<file path="config.mk">
export PLATFORM = sky130hd
export DESIGN_NAME = alu_regfile_core
export DESIGN_NICKNAME = d
export VERILOG_FILES = /design/src/rtl/alu_regfile_core.sv
export SDC_FILE = /design/constraint.sdc
export NUM_CORES = 1
export LEC_CHECK = 0
export CORE_MARGIN = 1
export CORE_UTILIZATION = 63
export CTS_BUF_LIST = sky130_fd_sc_hd__clkbuf_4 sky130_fd_sc_hd__clkbuf_8
export CTS_CLUSTER_DIAMETER = 60
export CTS_CLUSTER_SIZE = 14
export DETAILED_ROUTE_END_ITERATION = 10
export PLACE_DENSITY = 0.84
export SLEW_MARGIN = 20
export SYNTH_ARGS = -nofsm -noshare
export SYNTH_HDL_FRONTEND = slang
export SYNTH_SLANG_ARGS = --single-unit
</file>
<file path="constraint.sdc">
create_clock -name clk -period 5.27 [get_ports clk]
set_input_delay 1.054 -clock clk [delete_from_list [all_inputs] [get_ports clk]]
set_output_delay 1.054 -clock clk [all_outputs]
set_load 0.005 [all_outputs]
</file>
<file path="src/rtl/alu_regfile_core.sv">
// alu_regfile_core: register file plus 16-op ALU behind a valid/ready command port.
// A command is accepted only in IDLE. Single-cycle ops pass through EXEC and the
// multiply through MUL, one shift-add step per cycle. The result is written and the
// flags are updated on the edge that leaves EXEC/MUL, and rsp_valid pulses for one
// cycle in DONE.
// Ports:
//   clk, rst_n            clock, synchronous active-low reset
//   cmd_valid/cmd_ready   command handshake (ready only in IDLE)
//   cmd_op                opcode
//   cmd_wr_adrs           destination register
//   cmd_rd_a, cmd_rd_b    source registers
//   cmd_data              LOAD immediate
//   rsp_valid             one-cycle completion pulse
//   rsp_result            last completed result, held between completions
//   flag_zero/carry/neg/ovf  registered status flags
//   dbg_adrs, dbg_data    combinational register-file read port
module alu_regfile_core #(
    parameter int unsigned DATA_W = 8,
    parameter int unsigned ADDR_W = 3
) (
    input  logic              clk,
    input  logic              rst_n,
    input  logic              cmd_valid,
    output logic              cmd_ready,
    input  logic [3:0]        cmd_op,
    input  logic [ADDR_W-1:0] cmd_wr_adrs,
    input  logic [ADDR_W-1:0] cmd_rd_a,
    input  logic [ADDR_W-1:0] cmd_rd_b,
    input  logic [DATA_W-1:0] cmd_data,
    output logic              rsp_valid,
    output logic [DATA_W-1:0] rsp_result,
    output logic              flag_zero,
    output logic              flag_carry,
    output logic              flag_neg,
    output logic              flag_ovf,
    input  logic [ADDR_W-1:0] dbg_adrs,
    output logic [DATA_W-1:0] dbg_data
);

    localparam int unsigned NREG  = 2 ** ADDR_W;
    localparam int unsigned CNT_W = $clog2(DATA_W);
    localparam int unsigned MSB   = DATA_W - 1;

    localparam logic [3:0] OP_ADD  = 4'd0;
    localparam logic [3:0] OP_SUB  = 4'd1;
    localparam logic [3:0] OP_SHL  = 4'd2;
    localparam logic [3:0] OP_ROR  = 4'd3;
    localparam logic [3:0] OP_AND  = 4'd4;
    localparam logic [3:0] OP_OR   = 4'd5;
    localparam logic [3:0] OP_XOR  = 4'd6;
    localparam logic [3:0] OP_NOT  = 4'd7;
    localparam logic [3:0] OP_ADC  = 4'd8;
    localparam logic [3:0] OP_SBC  = 4'd9;
    localparam logic [3:0] OP_SHR  = 4'd10;
    localparam logic [3:0] OP_ROL  = 4'd11;
    localparam logic [3:0] OP_MUL  = 4'd12;
    localparam logic [3:0] OP_LOAD = 4'd13;
    localparam logic [3:0] OP_MOV  = 4'd14;
    localparam logic [3:0] OP_CMP  = 4'd15;

    typedef enum logic [1:0] {
        S_IDLE = 2'd0,
        S_EXEC = 2'd1,
        S_MUL  = 2'd2,
        S_DONE = 2'd3
    } state_t;

    state_t              state;
    logic [DATA_W-1:0]   regs [NREG];
    logic [3:0]          op_q;
    logic [ADDR_W-1:0]   wr_q;
    logic [DATA_W-1:0]   a_q;
    logic [DATA_W-1:0]   b_q;
    logic [DATA_W-1:0]   imm_q;

    // Shift-add multiplier: accumulator, left-shifting multiplicand, right-shifting multiplier
    logic [2*DATA_W-1:0] mul_acc;
    logic [2*DATA_W-1:0] mul_mcand;
    logic [DATA_W-1:0]   mul_mplier;
    logic [CNT_W-1:0]    mul_cnt;
    logic [2*DATA_W-1:0] mul_prod_c;

    logic [DATA_W:0]     ext_c;
    logic [DATA_W-1:0]   alu_res_c;
    logic                alu_carry_c;
    logic                alu_ovf_c;
    logic                upd_flags_c;
    logic                wr_en_c;
    logic                commit_c;

    assign dbg_data = regs[dbg_adrs];

    // Accumulator value after the current partial product is added
    assign mul_prod_c = mul_acc + (mul_mplier[0] ? mul_mcand : (2*DATA_W)'(0));

    // Commit on the last cycle of EXEC or MUL
    assign commit_c = (state == S_EXEC) ||
                      ((state == S_MUL) && (mul_cnt == CNT_W'(DATA_W - 1)));

    // ALU result and flag candidates for the latched command
    always_comb begin
        ext_c       = '0;
        alu_res_c   = '0;
        alu_carry_c = flag_carry;
        alu_ovf_c   = flag_ovf;
        upd_flags_c = 1'b1;
        wr_en_c     = 1'b1;
        case (op_q)
            OP_ADD, OP_ADC: begin
                ext_c = {1'b0, a_q} + {1'b0, b_q} +
                        (DATA_W+1)'((op_q == OP_ADC) ? flag_carry : 1'b0);
                alu_res_c   = ext_c[DATA_W-1:0];
                alu_carry_c = ext_c[DATA_W];
                alu_ovf_c   = (a_q[MSB] == b_q[MSB]) && (alu_res_c[MSB] != a_q[MSB]);
            end
            OP_SUB, OP_SBC, OP_CMP: begin
                // Bit DATA_W of the extended difference is the borrow
                ext_c = {1'b0, a_q} - {1'b0, b_q} -
                        (DATA_W+1)'((op_q == OP_SBC) ? flag_carry : 1'b0);
                alu_res_c   = ext_c[DATA_W-1:0];
                alu_carry_c = ext_c[DATA_W];
                alu_ovf_c   = (a_q[MSB] != b_q[MSB]) && (alu_res_c[MSB] != a_q[MSB]);
                wr_en_c     = (op_q != OP_CMP);
            end
            OP_SHL: begin
                alu_res_c   = {a_q[DATA_W-2:0], 1'b0};
                alu_carry_c = a_q[MSB];
                alu_ovf_c   = 1'b0;
            end
            OP_SHR: begin
                alu_res_c   = {1'b0, a_q[DATA_W-1:1]};
                alu_carry_c = a_q[0];
                alu_ovf_c   = 1'b0;
            end
            OP_ROR: begin
                alu_res_c   = {a_q[0], a_q[DATA_W-1:1]};
                alu_carry_c = a_q[0];
                alu_ovf_c   = 1'b0;
            end
            OP_ROL: begin
                alu_res_c   = {a_q[DATA_W-2:0], a_q[MSB]};
                alu_carry_c = a_q[MSB];
                alu_ovf_c   = 1'b0;
            end
            OP_AND: begin
                alu_res_c   = a_q & b_q;
                alu_carry_c = 1'b0;
                alu_ovf_c   = 1'b0;
            end
            OP_OR: begin
                alu_res_c   = a_q | b_q;
                alu_carry_c = 1'b0;
                alu_ovf_c   = 1'b0;
            end
            OP_XOR: begin
                alu_res_c   = a_q ^ b_q;
                alu_carry_c = 1'b0;
                alu_ovf_c   = 1'b0;
            end
            OP_NOT: begin
                alu_res_c   = ~a_q;
                alu_carry_c = 1'b0;
                alu_ovf_c   = 1'b0;
            end
            OP_MUL: begin
                alu_res_c   = mul_prod_c[DATA_W-1:0];
                alu_carry_c = |mul_prod_c[2*DATA_W-1:DATA_W];
                alu_ovf_c   = 1'b0;
            end
            OP_LOAD: begin
                alu_res_c   = imm_q;
                upd_flags_c = 1'b0;
            end
            OP_MOV: begin
                alu_res_c   = a_q;
                upd_flags_c = 1'b0;
            end
        endcase
    end

    // Control FSM, operand latches, multiplier, register file and outputs
    always_ff @(posedge clk) begin
        if (!rst_n) begin
            state      <= S_IDLE;
            cmd_ready  <= 1'b1;
            rsp_valid  <= 1'b0;
            rsp_result <= '0;
            flag_zero  <= 1'b0;
            flag_carry <= 1'b0;
            flag_neg   <= 1'b0;
            flag_ovf   <= 1'b0;
            op_q       <= '0;
            wr_q       <= '0;
            a_q        <= '0;
            b_q        <= '0;
            imm_q      <= '0;
            mul_acc    <= '0;
            mul_mcand  <= '0;
            mul_mplier <= '0;
            mul_cnt    <= '0;
            for (int i = 0; i < int'(NREG); i++) begin
                regs[i] <= '0;
            end
        end else begin
            rsp_valid <= 1'b0;
            case (state)
                S_IDLE: begin
                    if (cmd_valid && cmd_ready) begin
                        op_q       <= cmd_op;
                        wr_q       <= cmd_wr_adrs;
                        a_q        <= regs[cmd_rd_a];
                        b_q        <= regs[cmd_rd_b];
                        imm_q      <= cmd_data;
                        mul_acc    <= '0;
                        mul_mcand  <= {DATA_W'(0), regs[cmd_rd_a]};
                        mul_mplier <= regs[cmd_rd_b];
                        mul_cnt    <= '0;
                        cmd_ready  <= 1'b0;
                        state      <= (cmd_op == OP_MUL) ? S_MUL : S_EXEC;
                    end
                end
                S_EXEC: begin
                    state <= S_DONE;
                end
                S_MUL: begin
                    mul_acc    <= mul_prod_c;
                    mul_mcand  <= {mul_mcand[2*DATA_W-2:0], 1'b0};
                    mul_mplier <= {1'b0, mul_mplier[DATA_W-1:1]};
                    mul_cnt    <= mul_cnt + CNT_W'(1);
                    if (commit_c) begin
                        state <= S_DONE;
                    end
                end
                S_DONE: begin
                    state     <= S_IDLE;
                    cmd_ready <= 1'b1;
                end
                default: begin
                    state     <= S_IDLE;
                    cmd_ready <= 1'b1;
                end
            endcase

            if (commit_c) begin
                rsp_valid  <= 1'b1;
                rsp_result <= alu_res_c;
                if (wr_en_c) begin
                    regs[wr_q] <= alu_res_c;
                end
                if (upd_flags_c) begin
                    flag_zero  <= (alu_res_c == '0);
                    flag_carry <= alu_carry_c;
                    flag_neg   <= alu_res_c[MSB];
                    flag_ovf   <= alu_ovf_c;
                end
            end
        end
    end

endmodule

</file>
==> impl_metrics.csv <==
group,metric,value,unit
critical_path,cp-startpoint,"dbg_adrs[1]",
die,io_pins,49,
synth,ys_types,77,
critical_path,worst_setup_path_start_kind,"primary input",
synth,ys_top_cells_by_area,"edfxtp_1 (19%), dfxtp_1 (18%), mux4_2 (11%)",
grt,grt-ovfl-total,0,
final_layout,final_cell_mix,"nand2_1 (123), nor2_1 (116), dfxtp_1 (90)",
sta,finalHoldViolations,0,
clock_network,cts_made_buffers,17,
die,num_rows,46,
final_layout,post-route-util,70.40,%
final_layout,diodes,0,
final_layout,area_growth,9.103,%
synth,syn_area_per_cell,9.580,sq um
die,start_util,64.52,%
synth,async_flop_share,0,%
sta,tns,0,ns
detailed_routing,first_pass_iters,6,
detailed_routing,via_per_inst,6.386,
critical_path,r2r_cells,13,
clock_network,clock-sinks,154,
synth,postSynthCellCount,1066,
run,drv_cap,0,
clock_network,clockBufferDepth,2,
grt,grt_max_degree,100,
die,die_h,129.3,um
critical_path,cp_cell_sequence,"clkdlybuf4s50_1 > mux4_2 > mux2_2 > clkdlybuf4s50_1",
grt,grt_use_total,32.38,%
critical_path,crit_slowest_cell,"clkdlybuf4s50_1",
clock_network,clock_latency,0.48,ns
clock_network,ctsHoldBuffers,0,
detailed_routing,final_antenna_net_count,0,
sta,clock_skew,0.01867,ns
detailed_routing,drt_wl_total,25.96,mm
clock_network,cts_root_buf,"clkbuf_8",
final_layout,multiInputGateArea,0.005984,sq mm
placement,port_buffers,48,
power_and_ir_drop,ir_worst_vdd,0.3363,mV
clock_network,clk_pin_slew,0.09,ns
critical_path,critPathMaxStageDelay,0.94,ns
placement,hpwl,18.75,mm
critical_path,cp_max_fo,16,
detailed_routing,drc,0,
critical_path,path_common_cell,"clkdlybuf4s50_1",
die,dieArea,0.01672,sq mm
min_path,worstHoldPathType,"flip-flop to flip-flop",
sta,max_freq,237.6,MHz
synth,synth_edf_count,64,
critical_path,r2r_setup_slack,1.36,ns
synth,synth.top_cell.area_share,18.82,%
critical_path,required,4.22,ns
sta,slew_headroom,34.49,%
sta,fin_crit_sh,79.87,%
grt,antenna_found_initial,1,
critical_path,crit-reg2reg-launch,"op_q[1]$_SDFFE_PN0P_",
clock_network,htreeDepth,4,
sta,tightest_slew,0.9804,ns
critical_path,cp-endpoint,"dbg_data[0]",
final_layout,nets,1156,
grt,grt_first_pass_wirelength,40.52,mm
synth,yosysTopAreaCell,"edfxtp_1",
detailed_routing,routedWlPerCell,19.95,um
clock_network,ctsResizeCount,0,
sta,setup_viol,0,
synth,synth_area,0.01021,sq mm
detailed_routing,drtIter0Drc,789,
final_layout,register_area,0.003724,sq mm
sta,drv_slew,0,
run_status,status,"finished, final reports clean",
die,die_x,129.3,um
clock_network,post_cts_buffers,0,
final_layout,drive_gt1_share,11.71,%
synth,synthesis.nets,1150,
placement,place_congestion,0.9373,
synth,ys_ff_latch,154,
synth,yosysWarnings,0,
sta,period_needed,4.209,ns
grt,grt_pass1_vias,7731,
critical_path,crit_type,"primary input to output pin",
final_layout,final_common_cell,"nand2_1",
detailed_routing,vias,8308,
clock_network,cts_tree,"done",
sta,rsz0062_at_grt,"no",
final_layout,fillers,1194,
critical_path,crit_arrival,3.15,ns
synth,synth_ff_type,"dfxtp_1",
critical_path,crit_path_end_kind,"output pin",
power_and_ir_drop,p_leak,0.004397,uW
power_and_ir_drop,cellPowerDensity,407.5,mW/mm^2
synth,ys_seq_area_share,36.46,%
critical_path,r2r_end,"rsp_result[6]$_SDFFE_PN0N_",
die,core,0.01583,sq mm
[synthesized netlist by cell type, types with 6 or more instances]
library cell / count
buf_1: 10
nand3_1: 21
buf_2: 16
o21ai_1: 9
nand2b_1: 6
a21oi_1: 53
mux4_2: 48
nor2b_1: 30
buf_6: 6
and2_1: 49
a211oi_1: 6
xnor2_1: 11
xor2_1: 12
nor3_1: 11
a21o_1: 10
a21boi_0: 16
nand2_1: 123
mux2_2: 8
a22oi_1: 23
o21ai_0: 49
inv_1: 38
o211a_1: 18
nor2_1: 116
edfxtp_1: 64
and3_1: 7
clkbuf_1: 42
dfxtp_1: 90
mux2i_1: 21
ha_1: 52
[through the flow]
stage	cells	setup WS, ns	hold slack, ns	cell area (sq um)	power, uW
after floorplan	1066	1.656	0.4388	10210	2975
after global placement	1269	1.111	0.4482	10720	3532
after detailed placement	1269	1.076	0.4587	10720	3578
after CTS	1301	1.077	0.4722	11140	4509
after global routing	1301	0.9859	0.5082	11140	4788
final	1301	1.061	0.4700	11140	4540
[routing by layer]
| layer | wire length, um | GRT usage (%) |
|---|---|---|
| met1 | 10400 | 42.30 |
| met2 | 11800 | 50.32 |
| met3 | 2498 | 7.514 |
| met4 | 1257 | 17.16 |
| met5 | 0 | 0 |
[power breakdown]
| group | switching, uW | total [uW] | internal [uW] |
|---|---|---|---|
| registers | 172 | 1560 | 1390 |
| logic | 1280 | 2040 | 759 |
| clock network | 499 | 939 | 440 |
| total | 1950 | 4540 | 2590 |
[worst max-delay path: cells and delay by family]
family   cells  cell delay (ns)
mux          2             0.69
buf+inv      2             1.40
[state kept, by name, summed over array words and instances (netlist names), 2 cells and up]
signal,count
mul_mplier,8
b_q,8
wr_q,3
rsp_result,8
state,2
imm_q,8
mul_mcand,16
mul_cnt,3
op_q,4
regs,64
mul_acc,16
a_q,8
[cell type report]
type | count | share of cell area (%)
timing repair buffer | 65 | 5.413
clock buffer | 17 | 2.100
inverter | 38 | 1.280
sequential | 154 | 33.42
multi-input combinational | 796 | 53.71
clock inverter | 15 | 1.651
tap | 216 | 2.426
[cell families (layout without fill, tap and decap cells)]
family,after synthesis,count (layout),synth area share (%)
multiplexers,79,79,13.75
AND/OR/NAND/NOR,393,393,18.28
adder cells (fa/ha/maj),57,57,7.351
AO/OA/AOI/OAI,243,243,16.87
buffers and inverters,116,135,5.048
XOR/XNOR,24,24,2.242
flip-flops,154,154,36.46
[how the worst min path moves through the flow]
| stage | endpoint | slack [ns] | from | cells past startpoint |
|---|---|---|---|---|
| after floorplan | imm_q[3]$_SDFFE_PN0P_ | 0.44 | imm_q[3]$_SDFFE_PN0P_ | 2 |
| after global placement | imm_q[4]$_SDFFE_PN0P_ | 0.45 | imm_q[4]$_SDFFE_PN0P_ | 2 |
| after detailed placement | flag_ovf$_SDFFE_PN0P_ | 0.46 | flag_ovf$_SDFFE_PN0P_ | 2 |
| after CTS | flag_ovf$_SDFFE_PN0P_ | 0.47 | flag_ovf$_SDFFE_PN0P_ | 2 |
| after global routing | imm_q[3]$_SDFFE_PN0P_ | 0.51 | imm_q[3]$_SDFFE_PN0P_ | 2 |
| final | flag_ovf$_SDFFE_PN0P_ | 0.47 | flag_ovf$_SDFFE_PN0P_ | 2 |
No activity file was read; power rests on OpenSTA's default activity.
